<file path="config.mk">
export PLATFORM = sky130hd
export DESIGN_NAME = serial_subtractor_16bit
export DESIGN_NICKNAME = d
export VERILOG_FILES = /design/src/rtl/serial_subtractor_16bit.sv
export SDC_FILE = /design/constraint.sdc
export NUM_CORES = 1
export LEC_CHECK = 0
export CAP_MARGIN = 20
export CORE_ASPECT_RATIO = 0.75
export CORE_MARGIN = 2
export CORE_UTILIZATION = 44
export CTS_CLUSTER_DIAMETER = 200
export CTS_CLUSTER_SIZE = 25
export DETAILED_ROUTE_END_ITERATION = 8
export GPL_ROUTABILITY_DRIVEN = 0
export PLACE_DENSITY = 0.7
export SYNTH_ARGS = -nofsm -noshare
export SYNTH_HDL_FRONTEND = slang
export SYNTH_SLANG_ARGS = --single-unit
export TNS_END_PERCENT = 50
</file>
<file path="constraint.sdc">
create_clock -name clk -period 2.76 [get_ports clk]
set_input_delay 0.552 -clock clk [delete_from_list [all_inputs] [get_ports clk]]
set_output_delay 0.552 -clock clk [all_outputs]
set_load 0.005 [all_outputs]
</file>
<file path="src/rtl/serial_subtractor_16bit.sv">
// serial_subtractor_16bit: multi-cycle diff = a - b - b_in, SLICE_W bits per clock, LSB slice first.
// Optional macro SUB_OVF_EN adds the registered two's-complement overflow output ovf.
module serial_subtractor_16bit #(
   parameter int WIDTH   = 16,
   parameter int SLICE_W = 4
) (
   input  logic             clk,
   input  logic             rst_n,
   input  logic             start,
   input  logic [WIDTH-1:0] a,
   input  logic [WIDTH-1:0] b,
   input  logic             b_in,
   output logic             ready,
   output logic             busy,
   output logic             done,
   output logic [WIDTH-1:0] diff,
   output logic             b_out
`ifdef SUB_OVF_EN
   ,
   output logic             ovf
`endif
);
   localparam int NSLICE = WIDTH / SLICE_W;
   localparam int IDX_W  = (NSLICE > 1) ? $clog2(NSLICE) : 1;
   localparam logic [IDX_W-1:0] LAST_IDX = IDX_W'(NSLICE - 1);

   typedef enum logic [1:0] {
      S_IDLE,
      S_RUN,
      S_DONE
   } state_t;

   state_t           state_q, state_d;
   logic [WIDTH-1:0] a_q, a_d, b_q, b_d;
   logic [WIDTH-1:0] work_q, work_d;
   logic [WIDTH-1:0] diff_q, diff_d;
   logic [IDX_W-1:0] idx_q, idx_d;
   logic             brw_q, brw_d;
   logic             b_out_q, b_out_d;
   logic             done_q, done_d;
   logic [SLICE_W:0] slice_res;
`ifdef SUB_OVF_EN
   logic             ovf_q, ovf_d;
`endif

   // One slice of unsigned subtraction; the extra MSB is the borrow out of the slice.
   function automatic logic [SLICE_W:0] sub_slice(input logic [SLICE_W-1:0] x,
                                                  input logic [SLICE_W-1:0] y,
                                                  input logic               bi);
      return {1'b0, x} - {1'b0, y} - {{SLICE_W{1'b0}}, bi};
   endfunction

   always_comb begin
      state_d   = state_q;
      a_d       = a_q;
      b_d       = b_q;
      work_d    = work_q;
      diff_d    = diff_q;
      idx_d     = idx_q;
      brw_d     = brw_q;
      b_out_d   = b_out_q;
      done_d    = 1'b0;
`ifdef SUB_OVF_EN
      ovf_d     = ovf_q;
`endif
      slice_res = sub_slice(a_q[idx_q*SLICE_W +: SLICE_W], b_q[idx_q*SLICE_W +: SLICE_W], brw_q);
      unique case (state_q)
         S_IDLE: begin
            if (start) begin
               a_d     = a;
               b_d     = b;
               brw_d   = b_in;
               idx_d   = '0;
               work_d  = '0;
               state_d = S_RUN;
            end
         end
         S_RUN: begin
            work_d[idx_q*SLICE_W +: SLICE_W] = slice_res[SLICE_W-1:0];
            brw_d = slice_res[SLICE_W];
            if (idx_q == LAST_IDX) begin
               idx_d   = '0;
               state_d = S_DONE;
            end else begin
               idx_d = idx_q + 1'b1;
            end
         end
         S_DONE: begin
            // Results land together with the done pulse in the following cycle.
            diff_d  = work_q;
            b_out_d = brw_q;
            done_d  = 1'b1;
`ifdef SUB_OVF_EN
            ovf_d   = (a_q[WIDTH-1] ^ b_q[WIDTH-1]) & (work_q[WIDTH-1] ^ a_q[WIDTH-1]);
`endif
            state_d = S_IDLE;
         end
         default: state_d = S_IDLE;
      endcase
   end

   always_ff @(posedge clk) begin
      if (!rst_n) begin
         state_q <= S_IDLE;
         idx_q   <= '0;
         brw_q   <= 1'b0;
         done_q  <= 1'b0;
         diff_q  <= '0;
         b_out_q <= 1'b0;
`ifdef SUB_OVF_EN
         ovf_q   <= 1'b0;
`endif
      end else begin
         state_q <= state_d;
         idx_q   <= idx_d;
         brw_q   <= brw_d;
         done_q  <= done_d;
         diff_q  <= diff_d;
         b_out_q <= b_out_d;
`ifdef SUB_OVF_EN
         ovf_q   <= ovf_d;
`endif
      end
   end

   // Operand and working registers are always rewritten on acceptance, so they need no reset.
   always_ff @(posedge clk) begin
      a_q    <= a_d;
      b_q    <= b_d;
      work_q <= work_d;
   end

   assign ready = (state_q == S_IDLE);
   assign busy  = (state_q == S_RUN);
   assign done  = done_q;
   assign diff  = diff_q;
   assign b_out = b_out_q;
`ifdef SUB_OVF_EN
   assign ovf   = ovf_q;
`endif

endmodule

</file>
-- Word-level counts from Yosys, hierarchy flattened
Cells that the tools add are included.
- reductions and logical operators: 5
- $add $sub $neg: 4
- multiplexer cells: 12
- shifts and indexed selects: 4
- equal/unequal tests: 5
- operator list (cell ; number):
    4-bit negation with 34-bit output ; 1
    4-bit by 34-bit variable shift with 16-bit output, first input constant ; 1
    4-bit by 34-bit indexed part select with 16-bit output ; 1
    16-bit case mux with 2 select lines ; 1
    16-bit by 5-bit indexed part select with 4-bit output ; 2
    16-bit bitwise mux ; 1
    16-bit two-way mux ; 1
    2-bit two-way mux ; 4
    2-bit case mux with 2 select lines ; 2
    2-bit AND reduction ; 3
    4-bit by 4-bit subtractor with 5-bit output ; 1
    5-bit by 1-bit subtractor with 5-bit output ; 1
    2-bit == test, second input constant ; 2
    2-bit by 1-bit adder with 2-bit output, second input constant ; 1
    2-bit by 1-bit == test with 1-bit output, second input constant ; 1
    2-bit zero test ; 1
    1-bit two-way mux ; 2
    2-bit by 1-bit inequality test with 1-bit output, second input constant ; 1
    2-bit inequality test, second input constant ; 1
    1-bit case mux with 2 select lines ; 1
    2-bit nonzero test ; 1
- bits in registers: 71
- output and inout port bits: 20
- input port bits: 36
- logic and storage cells: 39

-- Depth between registers and ports, before layout
- word-level depth: 6
- depth in mapped cells: 11
- mapped depth without buffers: 9

-- Least setup slack after synthesis
OpenSTA, ideal clock, no wires.
- kind: reg-to-reg
- start: register idx_q[0]
- end: register work_q[11] (data pin)
- buffers on the path: 3
- arrival time: 2.347 ns
- setup time: 0.260 ns
- required time: 2.500 ns
- path slack: 0.153 ns
- stages on the path, launching flop included: 11
- path through: dfxtp_1 -> buf_6 -> buf_2 -> mux4_2 -> ha_1 -> inv_1 -> ha_1 -> clkbuf_1 -> nor2_1 -> nand3_1 -> nand3_1
- longest elaborated chain between the ends: 6
- elaborated cells on any way between the ends: 9
- those cells by class: add/sub (3); shift (4); mux (2)
- RTL lines (what ; line ; source):
    start, declared ; 37 ; logic [IDX_W-1:0] idx_q, idx_d;
    start signal, assigned ; 115 ; idx_q <= idx_d;
    16-bit by 5-bit indexed part select with 4-bit output ; 66 ; slice_res = sub_slice(a_q[idx_q*SLICE_W +: SLICE_W], b_q[idx_q*SLICE_W +: SLICE_W], brw_q);
    4-bit by 4-bit subtractor with 5-bit output ; 50 ; return {1'b0, x} - {1'b0, y} - {{SLICE_W{1'b0}}, bi};
    5-bit by 1-bit subtractor with 5-bit output ; 50 ;
    4-bit by 34-bit indexed part select with 16-bit output ; 79 ; work_d[idx_q*SLICE_W +: SLICE_W] = slice_res[SLICE_W-1:0];
    16-bit bitwise mux * ; 79 ;
    16-bit case mux with 2 select lines * ; 67 ; unique case (state_q)
    end signal, assigned ; 130 ; work_q <= work_d;
    end, declared ; 35 ; logic [WIDTH-1:0] work_q, work_d;
Every way passes the cells marked *; elsewhere a longest branch is shown, timed or not.
A chain may end at the register's enable or synchronous reset.

-- Final worst setup path
- start: register idx_q[0]
- end: register work_q[15] (data pin)
Same word-level chain as after synthesis.

==> results.json <==
{
  "core.rowCount": 26,
  "globalRouteOverflowTotal": 0,
  "vias": 2160,
  "first_global_vias": 2206,
  "ff2ff_setup_slack_ps": 210,
  "fin_crit_ps": 2550,
  "peakVddDrop_mv": 0.395,
  "detail_route.first_pass.iterations": 4,
  "outcome": "finished, final reports clean",
  "synth_sequential_area_ratio": 0.599,
  "postSynthNetCount": 311,
  "finalCritPeriodShare": 0.924,
  "holdPathEnd": "diff[6]",
  "synthesis.area_mm2": 0.00317,
  "io-pin-count": 56,
  "detailedPlacementHpwl_mm": 4.44,
  "critPathKind": "flip-flop to flip-flop",
  "routed_wirelength_mm": 6.20,
  "arrival_ps": 2750,
  "clk_path_buf_depth": 2,
  "reg2reg_from": "idx_q[0]",
  "globalRouteTotalUtil": 0.178,
  "wl_per_cell_um": 14.6,
  "synth_top_cells_by_area": "sky130_fd_sc_hd__edfxtp_1 45%, sky130_fd_sc_hd__dfxtp_1 15%, sky130_fd_sc_hd__mux4_2 5.7%, sky130_fd_sc_hd__nand2_1 4.4%, sky130_fd_sc_hd__a21boi_0 4.0%",
  "post_synth_top_cells": "48 x sky130_fd_sc_hd__edfxtp_1, 37 x sky130_fd_sc_hd__nand2_1, 23 x sky130_fd_sc_hd__dfxtp_1, 20 x sky130_fd_sc_hd__inv_1, 17 x sky130_fd_sc_hd__a21boi_0",
  "tritoncts_clock_tree": "done",
  "fin_ws_ps": 210,
  "crit_path_end_kind": "flip-flop",
  "critical_path.top_delay_family": "adder cells",
  "critPathBufInv": 3,
  "fin_util": 0.589,
  "finClkSkew_ps": 9.41,
  "dr.first_iter.drc_count": 170,
  "r2r_cells": 9,
  "crit_path_launch": "idx_q[0]",
  "die_width_um": 102,
  "cp-start-kind": "flip-flop",
  "syn_area_per_cell_um2": 12.1,
  "clock_sinks": 71,
  "place.port_buffers": 55,
  "cp_cell_sequence": "buf_4, mux4_2, inv_1, ha_1, inv_1, ha_1, nor2_2, nand3_1, nand3_1",
  "cts_setup_buffers": 0,
  "ys.warnings.count": 0,
  "first_pass_grt_wire_length_mm": 10.8,
  "clock.fmax_mhz": 392,
  "register_area_mm2": 0.00190,
  "tightest_slew_ps": 745,
  "max_stage_delay_ps": 510,
  "area_growth_pct": 28.0,
  "clk_root_buffer_cell": "sky130_fd_sc_hd__clkbuf_8",
  "grt_max_degree": 34,
  "powerDensity_mw_per_mm2": 616,
  "fillCellCount": 591,
  "die-area_mm2": 0.00791,
  "max-slew-margin-rel": 0.502,
  "post_drt_via_cell_ratio": 5.07,
  "core_mm2": 0.00690,
  "rsz0062_at_grt": "no",
  "post_route_cells_drive_above_1_share": 0.110,
  "synth_top_area_cell": "sky130_fd_sc_hd__edfxtp_1",
  "max_cap_violations": 0,
  "fin_nets": 371,
  "synth_largest_type_area_fraction": 0.454,
  "cts_hold_repair.buffers": 0,
  "initial_core_util": 0.460,
  "min-delay-start": "diff[6]",
  "drc": 0,
  "r2r-end": "work_q[15]",
  "clock_tree.htree_level_count": 3,
  "preCtsSetupSlack_ps": 119,
  "final.setup.tns_ps": 0,
  "drt.antenna.violating_nets": 0,
  "cts_buffers": 9,
  "synthArstFlopShare": 0,
  "insertion_delay_ps": 350,
  "number_of_max_slew_violations_in_the_final_report": 0,
  "num_antenna_cells": 0,
  "post_synth_num_cell_types": 34,
  "postSynthCellCount": 263,
  "crit_path_top_delay_cell": "sky130_fd_sc_hd__mux4_2",
  "grt_antenna_before_repair": 0,
  "die_h_um": 77.5,
  "power.static_leakage_nw": 1.45,
  "synth.ff_latch_count": 71,
  "multi_input_comb_area_mm2": 0.00114,
  "worst-endpoint-required_ps": 2960,
  "finalHoldViolations": 0,
  "yosys_most_used_dff": "sky130_fd_sc_hd__edfxtp_1",
  "holdPathStages": 2,
  "clkTransAtPathRegs_ps": 80,
  "synth_edf_count": 48,
  "final-setup-viol-count": 0,
  "worst_hold_path_type": "flip-flop to flip-flop",
  "crit_fanout": 11,
  "most_repeated_cell_in_the_gate_level_netlist_after_synthesis": "sky130_fd_sc_hd__edfxtp_1"
}
what timing repair did:
| item | in CTS | in global routing |
|---|---|---|
| endpoints found under the setup margin | 0 | 4 |
| endpoints found under the hold margin | 0 | 0 |
| resized for setup | 0 | 2 |
where the power goes:
group	total [W]	internal (W)	leakage, nW	switching (W)
combinational	0.000350	0.000167	0.682	0.000184
sequential	0.00123	0.00121	0.663	0.0000286
clock	0.000920	0.000510	0.102	0.000410
tightest hold or removal path, stage by stage, from the launching register on:
cell	delay, ps
sky130_fd_sc_hd__dfxtp_1	310
sky130_fd_sc_hd__nand2_1	40
sky130_fd_sc_hd__a21boi_0	60
worst max-delay path by stage:
stage	end	slack [ps]	cells past startpoint
CTS	work_q[2]	90	8
detailed placement	work_q[2]	120	8
global placement	work_q[14]	270	8
floorplan	work_q[11]	150	10
global route	brw_q	3	9
finish	work_q[15]	210	9
metrics by stage:
step / cell area (um2) / total power (W) / cells / hold slack (ps)
after floorplan: 3170 / 0.00146 / 263 / 454
after global placement: 3830 / 0.00159 / 410 / 456
after detailed placement: 3830 / 0.00160 / 410 / 461
after CTS: 4050 / 0.00251 / 426 / 472
after global routing: 4060 / 0.00261 / 426 / 499
final: 4060 / 0.00250 / 426 / 467
layout by cell type, fill, tap and decap left out, types with 2 or more instances in the layout:
master / count
sky130_fd_sc_hd__mux4_2: 8
sky130_fd_sc_hd__clkinvlp_4: 3
sky130_fd_sc_hd__nor2b_1: 12
sky130_fd_sc_hd__ha_1: 10
sky130_fd_sc_hd__nor3_1: 2
sky130_fd_sc_hd__inv_1: 20
sky130_fd_sc_hd__nand4_1: 5
sky130_fd_sc_hd__o22ai_1: 3
sky130_fd_sc_hd__buf_4: 7
sky130_fd_sc_hd__fa_1: 2
sky130_fd_sc_hd__nand2b_1: 4
sky130_fd_sc_hd__and4bb_2: 2
sky130_fd_sc_hd__a21oi_1: 11
sky130_fd_sc_hd__and3_1: 2
sky130_fd_sc_hd__nand2_1: 37
sky130_fd_sc_hd__dfxtp_1: 23
sky130_fd_sc_hd__and2_1: 5
sky130_fd_sc_hd__o31a_1: 3
sky130_fd_sc_hd__edfxtp_1: 48
sky130_fd_sc_hd__a21boi_0: 17
sky130_fd_sc_hd__clkdlybuf4s50_1: 55
sky130_fd_sc_hd__bufinv_16: 2
sky130_fd_sc_hd__nand3b_1: 3
sky130_fd_sc_hd__nand3_1: 11
sky130_fd_sc_hd__clkbuf_8: 9
sky130_fd_sc_hd__nor2_1: 10
area by class of cell:
cell class                      instances  share of cell area
Inverter                               20              0.0185
Timing Repair Buffer                   62               0.148
Sequential cell                        71               0.468
Clock inverter                          7              0.0237
Multi-Input combinational cell        159               0.281
Clock buffer                            9              0.0305
Tap cell                               98              0.0302
routing by layer:
| layer | vias to the layer above | global-route usage | part of all wire |
|---|---|---|---|
| met5 | - | 0 | 0 |
| met4 | 0 | 0.0667 | 0.025 |
| met3 | 19 | 0.0505 | 0.071 |
| met2 | 99 | 0.271 | 0.44 |
| met1 | 996 | 0.242 | 0.47 |
| li1 | 1046 | - | - |
flip-flops by register name, summed over array words and instances, names as in the netlist:
name,flops
a_q,16
b_out,1
b_q,16
brw_q,1
diff,16
done,1
idx_q,2
state_q,2
work_q,16
logic make-up (layout without fill, tap and decap cells):
logic type	Yosys count	in the layout	synth area share
and+or+nand+nor	96	96	0.153
DFF	71	71	0.599
AOI/OAI and AO/OA	41	41	0.0887
buffers and inverters	33	98	0.0446
adders and majority gates	12	12	0.0521
muxes	8	8	0.0568
xor gates and xnor gates	2	2	0.00552
Power figures use the tool's default switching activity.
